[src/rtl/rng_quality_monitor_if.sv]
// Purpose : sample stream and window-result bundle between the mid-square
//           generator side (master) and rng_quality_monitor (slave).
// Ports   : start/continuous/sample_in/sample_valid flow master->slave;
//           busy/done/ones_count/zero_flag/stuck_flag/pass flow slave->master.
interface rng_quality_monitor_if #(
    parameter int WIDTH       = 16,
    parameter int WINDOW_LOG2 = 8
);
    logic                     start;
    logic                     continuous;
    logic [WIDTH-1:0]         sample_in;
    logic                     sample_valid;
    logic                     busy;
    logic                     done;
    logic [WINDOW_LOG2+4:0]   ones_count;
    logic                     zero_flag;
    logic                     stuck_flag;
    logic                     pass;

    modport master (
        output start, continuous, sample_in, sample_valid,
        input  busy, done, ones_count, zero_flag, stuck_flag, pass
    );

    modport slave (
        input  start, continuous, sample_in, sample_valid,
        output busy, done, ones_count, zero_flag, stuck_flag, pass
    );
endinterface

[src/rtl/rng_quality_monitor.sv]
// Purpose : windowed monobit / zero / stuck quality monitor for a mid-square RNG.
// Latency : done pulses one cycle after the edge that accepts the last window sample.
// Backpr. : none; samples are accepted only in ACCUM with sample_valid, else dropped.
// Ports   : i_clk, i_rst (sync, active high); mon = slave side of
//           rng_quality_monitor_if (control + samples in, verdict out).
module rng_quality_monitor #(
    parameter int WIDTH       = 16,
    parameter int WINDOW_LOG2 = 8,
    parameter int ONES_LO     = 1920,
    parameter int ONES_HI     = 2176,
    parameter int STUCK_LIMIT = 4
) (
    input  logic                  i_clk,
    input  logic                  i_rst,
    rng_quality_monitor_if.slave  mon
);
    localparam int CW = WINDOW_LOG2 + 5;
    localparam int RW = $clog2(STUCK_LIMIT + 1);
    localparam logic [CW-1:0] LO_BOUND = CW'(ONES_LO);
    localparam logic [CW-1:0] HI_BOUND = CW'(ONES_HI);
    localparam logic [RW-1:0] REP_LIM  = RW'(STUCK_LIMIT);

    typedef enum logic [1:0] {S_IDLE, S_ACCUM, S_REPORT} state_t;

    function automatic logic [CW-1:0] popcount(input logic [WIDTH-1:0] v);
        logic [CW-1:0] c;
        c = '0;
        for (int i = 0; i < WIDTH; i++) begin
            c = c + CW'(v[i]);
        end
        return c;
    endfunction

    state_t                 r_state;
    logic [CW-1:0]          r_ones_acc;
    logic [WINDOW_LOG2-1:0] r_sample_cnt;
    logic [RW-1:0]          r_rep_cnt;
    logic [WIDTH-1:0]       r_prev;
    logic                   r_prev_vld;
    logic                   r_zero_acc;
    logic                   r_stuck_acc;

    logic                   r_busy;
    logic                   r_done;
    logic [CW-1:0]          r_ones_count;
    logic                   r_zero_flag;
    logic                   r_stuck_flag;
    logic                   r_pass;

    // Window state as it will be after accepting the current sample. The last
    // sample of a window must be reflected in the report, so the verdict is
    // registered from these rather than from the accumulators.
    logic                   w_accept;
    logic                   w_last;
    logic                   w_same;
    logic [CW-1:0]          w_ones_next;
    logic                   w_zero_next;
    logic [RW-1:0]          w_rep_next;
    logic                   w_stuck_next;
    logic                   w_pass_next;

    assign w_accept     = (r_state == S_ACCUM) && mon.sample_valid;
    assign w_last       = (r_sample_cnt == '1);
    assign w_same       = r_prev_vld && (mon.sample_in == r_prev);
    assign w_ones_next  = r_ones_acc + popcount(mon.sample_in);
    assign w_zero_next  = r_zero_acc | (mon.sample_in == '0);
    // Run length saturates so it cannot wrap back below the limit.
    assign w_rep_next   = !w_same                ? RW'(1)  :
                          (r_rep_cnt == REP_LIM) ? REP_LIM :
                                                   r_rep_cnt + RW'(1);
    assign w_stuck_next = r_stuck_acc | (w_rep_next >= REP_LIM);
    assign w_pass_next  = (w_ones_next >= LO_BOUND) && (w_ones_next <= HI_BOUND) &&
                          !w_zero_next && !w_stuck_next;

    always_ff @(posedge i_clk) begin
        if (i_rst) begin
            r_state      <= S_IDLE;
            r_ones_acc   <= '0;
            r_sample_cnt <= '0;
            r_rep_cnt    <= '0;
            r_prev       <= '0;
            r_prev_vld   <= 1'b0;
            r_zero_acc   <= 1'b0;
            r_stuck_acc  <= 1'b0;
            r_busy       <= 1'b0;
            r_done       <= 1'b0;
            r_ones_count <= '0;
            r_zero_flag  <= 1'b0;
            r_stuck_flag <= 1'b0;
            r_pass       <= 1'b0;
        end else begin
            r_done <= 1'b0;
            case (r_state)
                S_IDLE, S_REPORT: begin
                    // Accumulators are unused outside ACCUM; holding them clear
                    // here means every window entry starts from a clean slate
                    // and runs never carry across windows.
                    r_ones_acc   <= '0;
                    r_sample_cnt <= '0;
                    r_rep_cnt    <= '0;
                    r_prev       <= '0;
                    r_prev_vld   <= 1'b0;
                    r_zero_acc   <= 1'b0;
                    r_stuck_acc  <= 1'b0;
                    if ((r_state == S_IDLE) ? mon.start : mon.continuous) begin
                        r_state <= S_ACCUM;
                        r_busy  <= 1'b1;
                    end else begin
                        r_state <= S_IDLE;
                        r_busy  <= 1'b0;
                    end
                end
                S_ACCUM: begin
                    if (w_accept) begin
                        r_ones_acc   <= w_ones_next;
                        r_zero_acc   <= w_zero_next;
                        r_stuck_acc  <= w_stuck_next;
                        r_rep_cnt    <= w_rep_next;
                        r_prev       <= mon.sample_in;
                        r_prev_vld   <= 1'b1;
                        r_sample_cnt <= r_sample_cnt + WINDOW_LOG2'(1);
                        if (w_last) begin
                            r_state      <= S_REPORT;
                            r_busy       <= 1'b0;
                            r_done       <= 1'b1;
                            r_ones_count <= w_ones_next;
                            r_zero_flag  <= w_zero_next;
                            r_stuck_flag <= w_stuck_next;
                            r_pass       <= w_pass_next;
                        end
                    end
                end
                default: begin
                    r_state <= S_IDLE;
                    r_busy  <= 1'b0;
                end
            endcase
        end
    end

    assign mon.busy       = r_busy;
    assign mon.done       = r_done;
    assign mon.ones_count = r_ones_count;
    assign mon.zero_flag  = r_zero_flag;
    assign mon.stuck_flag = r_stuck_flag;
    assign mon.pass       = r_pass;
endmodule

[src/flat_wrapper.sv]
// flat-port wrapper written by rule: the top's interface ports become plain ports
module rng_quality_monitor_flat 
#(
    parameter int WIDTH       = 16,
    parameter int WINDOW_LOG2 = 8,
    parameter int ONES_LO     = 1920,
    parameter int ONES_HI     = 2176,
    parameter int STUCK_LIMIT = 4
)
  (i_clk, i_rst, mon_start, mon_continuous, mon_sample_in, mon_sample_valid, mon_busy, mon_done, mon_ones_count, mon_zero_flag, mon_stuck_flag, mon_pass);
  rng_quality_monitor_if #(.WIDTH(WIDTH), .WINDOW_LOG2(WINDOW_LOG2)) mon_i ();
  input  logic i_clk;
  input  logic i_rst;
  input wire logic [$bits(mon_i.start)-1:0] mon_start;
  input wire logic [$bits(mon_i.continuous)-1:0] mon_continuous;
  input wire logic [$bits(mon_i.sample_in)-1:0] mon_sample_in;
  input wire logic [$bits(mon_i.sample_valid)-1:0] mon_sample_valid;
  output wire logic [$bits(mon_i.busy)-1:0] mon_busy;
  output wire logic [$bits(mon_i.done)-1:0] mon_done;
  output wire logic [$bits(mon_i.ones_count)-1:0] mon_ones_count;
  output wire logic [$bits(mon_i.zero_flag)-1:0] mon_zero_flag;
  output wire logic [$bits(mon_i.stuck_flag)-1:0] mon_stuck_flag;
  output wire logic [$bits(mon_i.pass)-1:0] mon_pass;
  assign mon_i.start = mon_start;
  assign mon_i.continuous = mon_continuous;
  assign mon_i.sample_in = mon_sample_in;
  assign mon_i.sample_valid = mon_sample_valid;
  assign mon_busy = mon_i.busy;
  assign mon_done = mon_i.done;
  assign mon_ones_count = mon_i.ones_count;
  assign mon_zero_flag = mon_i.zero_flag;
  assign mon_stuck_flag = mon_i.stuck_flag;
  assign mon_pass = mon_i.pass;
  rng_quality_monitor #(.WIDTH(WIDTH), .WINDOW_LOG2(WINDOW_LOG2), .ONES_LO(ONES_LO), .ONES_HI(ONES_HI), .STUCK_LIMIT(STUCK_LIMIT)) u_core (.i_clk(i_clk), .i_rst(i_rst), .mon(mon_i));
endmodule
[config.mk]
export PLATFORM = sky130hd
export DESIGN_NAME = rng_quality_monitor_flat
export DESIGN_NICKNAME = d
export VERILOG_FILES = /design/src/rtl/rng_quality_monitor_if.sv /design/src/rtl/rng_quality_monitor.sv /design/src/flat_wrapper.sv
export SDC_FILE = /design/constraint.sdc
export NUM_CORES = 1
export LEC_CHECK = 0
export CAP_MARGIN = 25
export CORE_UTILIZATION = 50
export DETAILED_ROUTE_END_ITERATION = 16
export DONT_BUFFER_PORTS = 1
export PLACE_DENSITY = 0.68
export SLEW_MARGIN = 20
export SYNTH_ARGS = -nofsm -noshare
export SYNTH_HDL_FRONTEND = slang
export SYNTH_SLANG_ARGS = --single-unit
[constraint.sdc]
create_clock -name i_clk -period 4.5 [get_ports i_clk]
set_input_delay 0.675 -clock i_clk [delete_from_list [all_inputs] [get_ports i_clk]]
set_output_delay 0.675 -clock i_clk [all_outputs]
set_load 0.005 [all_outputs]
==> summary by stage, run 1 <==
Status
The flow ran to the end, but the final reports show violations. The final reports fail on design-rule violations.

Floorplanning
The floorplan has 29 rows. In this run the horizontal extent of the chip is 84.5 um. The number of primary I/O pins is 39. The die boundary height is 84.5 um. The effective utilization at floorplan is 52.7%.

The core region is 6460 sq um. The total die area is 7150 sq um.

Final layout
The finished layout holds 492 standard cells, fillers aside. Cells with a size suffix above 1 make up 14.9% of the layout. The final antenna diode count is 0. The net count of the finished layout is 462. Compared with the post-synthesis result, the final layout area differs by 13.8%.

Synth
The synthesized design contains 0 enable-type register cells. The most used flip-flop cell after synthesis is sky130_fd_sc_hd__dfxtp_1. Sequential cells were found to cover 36.4% of the synthesized design area. In this run, synthesis produced a sequential element count of 62. The instance count of the mapped netlist is 402. The top cell type by area accounts for 36.4% of the synthesized area. The synthesized cell area is 3410 sq um.

Yosys attributes the largest share of cell area to sky130_fd_sc_hd__dfxtp_1 (36%), sky130_fd_sc_hd__ha_1 (7.0%), sky130_fd_sc_hd__nand2_1 (6.7%). The leading area contributor after synthesis is sky130_fd_sc_hd__dfxtp_1. The async set-reset flop share out of synthesis is 0%. Yosys printed 0 warnings. The total nets after synthesis is 453.

The distinct cell type count after synthesis is 50. Each instance of the synthesized netlist takes up on average 8.47 sq um.

STA
Setup repair after global routing could not meet its margin everywhere. On the final layout, the worst clock skew is 0.0129 ns. Hold timing on the final database bottoms out at a slack of 0.392 ns. The max-slew violation count is 0.

The number of setup violations in the final report is 0. The final count of hold timing violations was 0. Headroom to the max-slew limit came out at 41.3%.

The portion of the clock cycle consumed by the worst path in the final layout is 99.6%. The slew at the pin closest to its max-slew limit is 0.877 ns. For this run, the top clock speed supported by timing is 0.223 GHz. The clock period minus worst slack is 4.48 ns.

Drt
The total iterations of the first detailed-routing run is 10. Dividing the detail-routed wire length by the instance count gives 14.7 um. The detailed-route DRC error count is 3. The number of routed nets with antenna violations is 0. The first-iteration detailed-routing DRC count is 138. Across all layers, the routed design uses 2,655 vias. Wires add up to 7240 um. The average via count per standard cell is 5.40.

Critical path
Across all register-to-register paths, the minimum setup slack is 0.28 ns. The largest fanout of any net on the critical path is 4. The endpoint kind of the worst setup timing path is a flip-flop.

The critical path is of the input pin to flip-flop type. The nature of the critical path startpoint is an input pin. The arrival time of data at the critical path endpoint is 4.75 ns. The required time of the worst setup path is 4.76 ns.

Power
The total leakage power is 1.53 nW. The worst-case IR drop observed on VDD is 0.191 mV. The completed layout was analyzed and its total power is 1.68 mW. In this run the power density over the cells is 434 nW/um^2.

GRT
The number of global-route vias before repair is 2,583. Entering global routing, the biggest net connects 45 pins. The wire length of the first global-routing pass is 12,200 um. The overall global routing resource usage is 22.2%. The overall overflow remaining after global route is 0. The initial antenna violation count is 0.

CTS
The CTS H-tree depth is 3. The clock sink count is 62. The tree is rooted in a sky130_fd_sc_hd__clkbuf_8. The TritonCTS clock tree is yes. The clock insertion delay at the later pin of the skew report is 0.34 ns.

The clock transition at the registers of the reported paths is 0.07 ns. The clock passes through at most 2 buffers. In this run, CTS created clock tree buffers numbering 9.

Placed design
The final HPWL from detailed placement is 5090 um. After detailed placement, the design holds a cell count of 476. The count of input and output buffers is 0. The congestion estimate from routability-driven global placement came to 0.778.

Flow run
The max-cap violation count is 0.

Hold path
The class of the most critical hold timing path is input pin to flip-flop.
[cell usage in the layout (no fill, tap or decap), types with 5 or more instances in the layout]
master | synthesis | routed
sky130_fd_sc_hd__a211oi_1 | 15 | 11
sky130_fd_sc_hd__a21oi_1 | 29 | 28
sky130_fd_sc_hd__buf_4 | 0 | 16
sky130_fd_sc_hd__clkbuf_8 | 0 | 11
sky130_fd_sc_hd__dfxtp_1 | 62 | 62
sky130_fd_sc_hd__fa_1 | 11 | 10
sky130_fd_sc_hd__ha_1 | 19 | 17
sky130_fd_sc_hd__inv_1 | 34 | 30
sky130_fd_sc_hd__nand2_1 | 61 | 60
sky130_fd_sc_hd__nand3_1 | 9 | 9
sky130_fd_sc_hd__nor2_1 | 45 | 45
sky130_fd_sc_hd__nor3_1 | 6 | 6
sky130_fd_sc_hd__nor4_1 | 5 | 5
sky130_fd_sc_hd__xnor2_1 | 15 | 14
sky130_fd_sc_hd__xor2_1 | 24 | 24
[cell type report]
cell class | count | area [sq um]
clock buffers | 11 | 151
inverters | 34 | 140
clock inverters | 4 | 70.1
well taps | 77 | 96.3
fillers | 589 | 2580
multi-input cells | 286 | 2030
flip-flops and latches | 62 | 1240
repair buffers | 18 | 146
[cells in the mapped netlist (2+ instances only)]
cell	count
sky130_fd_sc_hd__a21oi_1	29
sky130_fd_sc_hd__a21oi_2	2
sky130_fd_sc_hd__nand2b_1	2
sky130_fd_sc_hd__a211oi_1	15
sky130_fd_sc_hd__clkbuf_1	11
sky130_fd_sc_hd__dfxtp_1	62
sky130_fd_sc_hd__nand3_1	9
sky130_fd_sc_hd__nor3_1	6
sky130_fd_sc_hd__o31ai_1	2
sky130_fd_sc_hd__or3_1	2
sky130_fd_sc_hd__a31oi_1	4
sky130_fd_sc_hd__buf_2	5
sky130_fd_sc_hd__nand4_1	4
sky130_fd_sc_hd__buf_1	4
sky130_fd_sc_hd__xnor2_1	15
sky130_fd_sc_hd__inv_1	34
sky130_fd_sc_hd__nand3b_1	2
sky130_fd_sc_hd__xor2_1	24
sky130_fd_sc_hd__nand2_1	61
sky130_fd_sc_hd__fa_1	11
sky130_fd_sc_hd__ha_1	19
sky130_fd_sc_hd__o21ai_0	2
sky130_fd_sc_hd__nor2_1	45
sky130_fd_sc_hd__nor3b_1	2
sky130_fd_sc_hd__nor4_1	5
[cell families (layout without fill, tap and decap cells)]
kind of cell               Yosys count  count (layout)  synth area share, %
xor gates and xnor gates            40              40                 10.5
AOI/OAI and AO/OA                   64              64                 12.6
buffers and inverters               54              67                 6.13
adders and majority gates           30              30                 13.4
and+or+nand+nor                    152             152                 20.9
DFF                                 62              62                 36.4
[timing repair]
item                                    in CTS  in global routing
hold buffers                                 0                  0
buffers inserted                             0                  3
endpoints found under the setup margin       0                 10
gates resized for setup                      0                 23
[sequential cells by signal, summed over array words and instances (netlist names), 3 cells and up]
name                   count
u_core.r_prev             16
u_core.r_ones_acc         13
u_core.r_sample_cnt        8
u_core.mon.ones_count     13
u_core.r_rep_cnt           3
[worst paths after layout]
kind | from | endpoint | cells after the start
worst max-delay path | mon_sample_in[1] | u_core.mon.pass$_SDFFE_PP0P_ | 18
worst min-delay path | i_rst | u_core.mon.stuck_flag$_SDFFE_PP0P_ | 1
worst max register to register | u_core.r_ones_acc[0]$_SDFFE_PP0P_ | u_core.mon.pass$_SDFFE_PP0P_ | 16
worst min register to register | u_core.r_prev[12]$_SDFFE_PP0P_ | u_core.r_prev[12]$_SDFFE_PP0P_ | 2
[power breakdown]
group          switching, mW  internal (mW)
registers            0.00855          0.561
logic                  0.291          0.263
clock network          0.222          0.337
total                  0.521           1.16
[through the flow]
stage / area (sq um) / setup WS [ns] / utilization [%] / TNS (ns)
3_3_place_gp: 3550 / -0.299 / 54.9 / -2.05
4_1_cts: 3780 / 0.00865 / 58.6 / 0
2_1_floorplan: 3410 / -0.198 / - / -0.198
6_report: 3880 / 0.0180 / 60.0 / 0
5_1_grt: 3880 / -0.115 / 60.0 / -0.115
3_5_place_dp: 3560 / -0.367 / 55.1 / -2.66
[metal layers]
metal	wire length, um	vias up	part of all wire [%]	global-route usage, %
met4	166	0	2.3	10.9
li1	-	1348	-	-
met5	0	-	0	0
met2	3190	75	44	32.6
met3	557	17	7.7	7.96
met1	3330	1215	46	28.9
[critical path, cell delays in order]
cell and delay (ns):
sky130_fd_sc_hd__inv_8 0.01, sky130_fd_sc_hd__ha_4 0.24, sky130_fd_sc_hd__inv_2 0.03, sky130_fd_sc_hd__fa_1 0.48, sky130_fd_sc_hd__fa_1 0.43, sky130_fd_sc_hd__fa_1 0.53, sky130_fd_sc_hd__fa_1 0.40, sky130_fd_sc_hd__inv_1 0.07
sky130_fd_sc_hd__ha_2 0.18, sky130_fd_sc_hd__inv_2 0.04, sky130_fd_sc_hd__fa_2 0.36, sky130_fd_sc_hd__nor2b_4 0.15, sky130_fd_sc_hd__o311ai_4 0.10, sky130_fd_sc_hd__a211o_2 0.34, sky130_fd_sc_hd__xor2_2 0.17, sky130_fd_sc_hd__o2111a_1 0.24
sky130_fd_sc_hd__nand3_1 0.10, sky130_fd_sc_hd__o31ai_2 0.18
Power figures use the tool's default switching activity.
==> run 2, diff against run 1 <==
--- a/config.mk
+++ b/config.mk
@@ -7,6 +7,7 @@
 export LEC_CHECK = 0
 export CAP_MARGIN = 25
 export CORE_UTILIZATION = 50
+export CTS_CLUSTER_SIZE = 40
 export DETAILED_ROUTE_END_ITERATION = 16
 export DONT_BUFFER_PORTS = 1
 export PLACE_DENSITY = 0.68
==> results of run 2 <==
Final layout, timing and power as in run 1 (identical DEF).
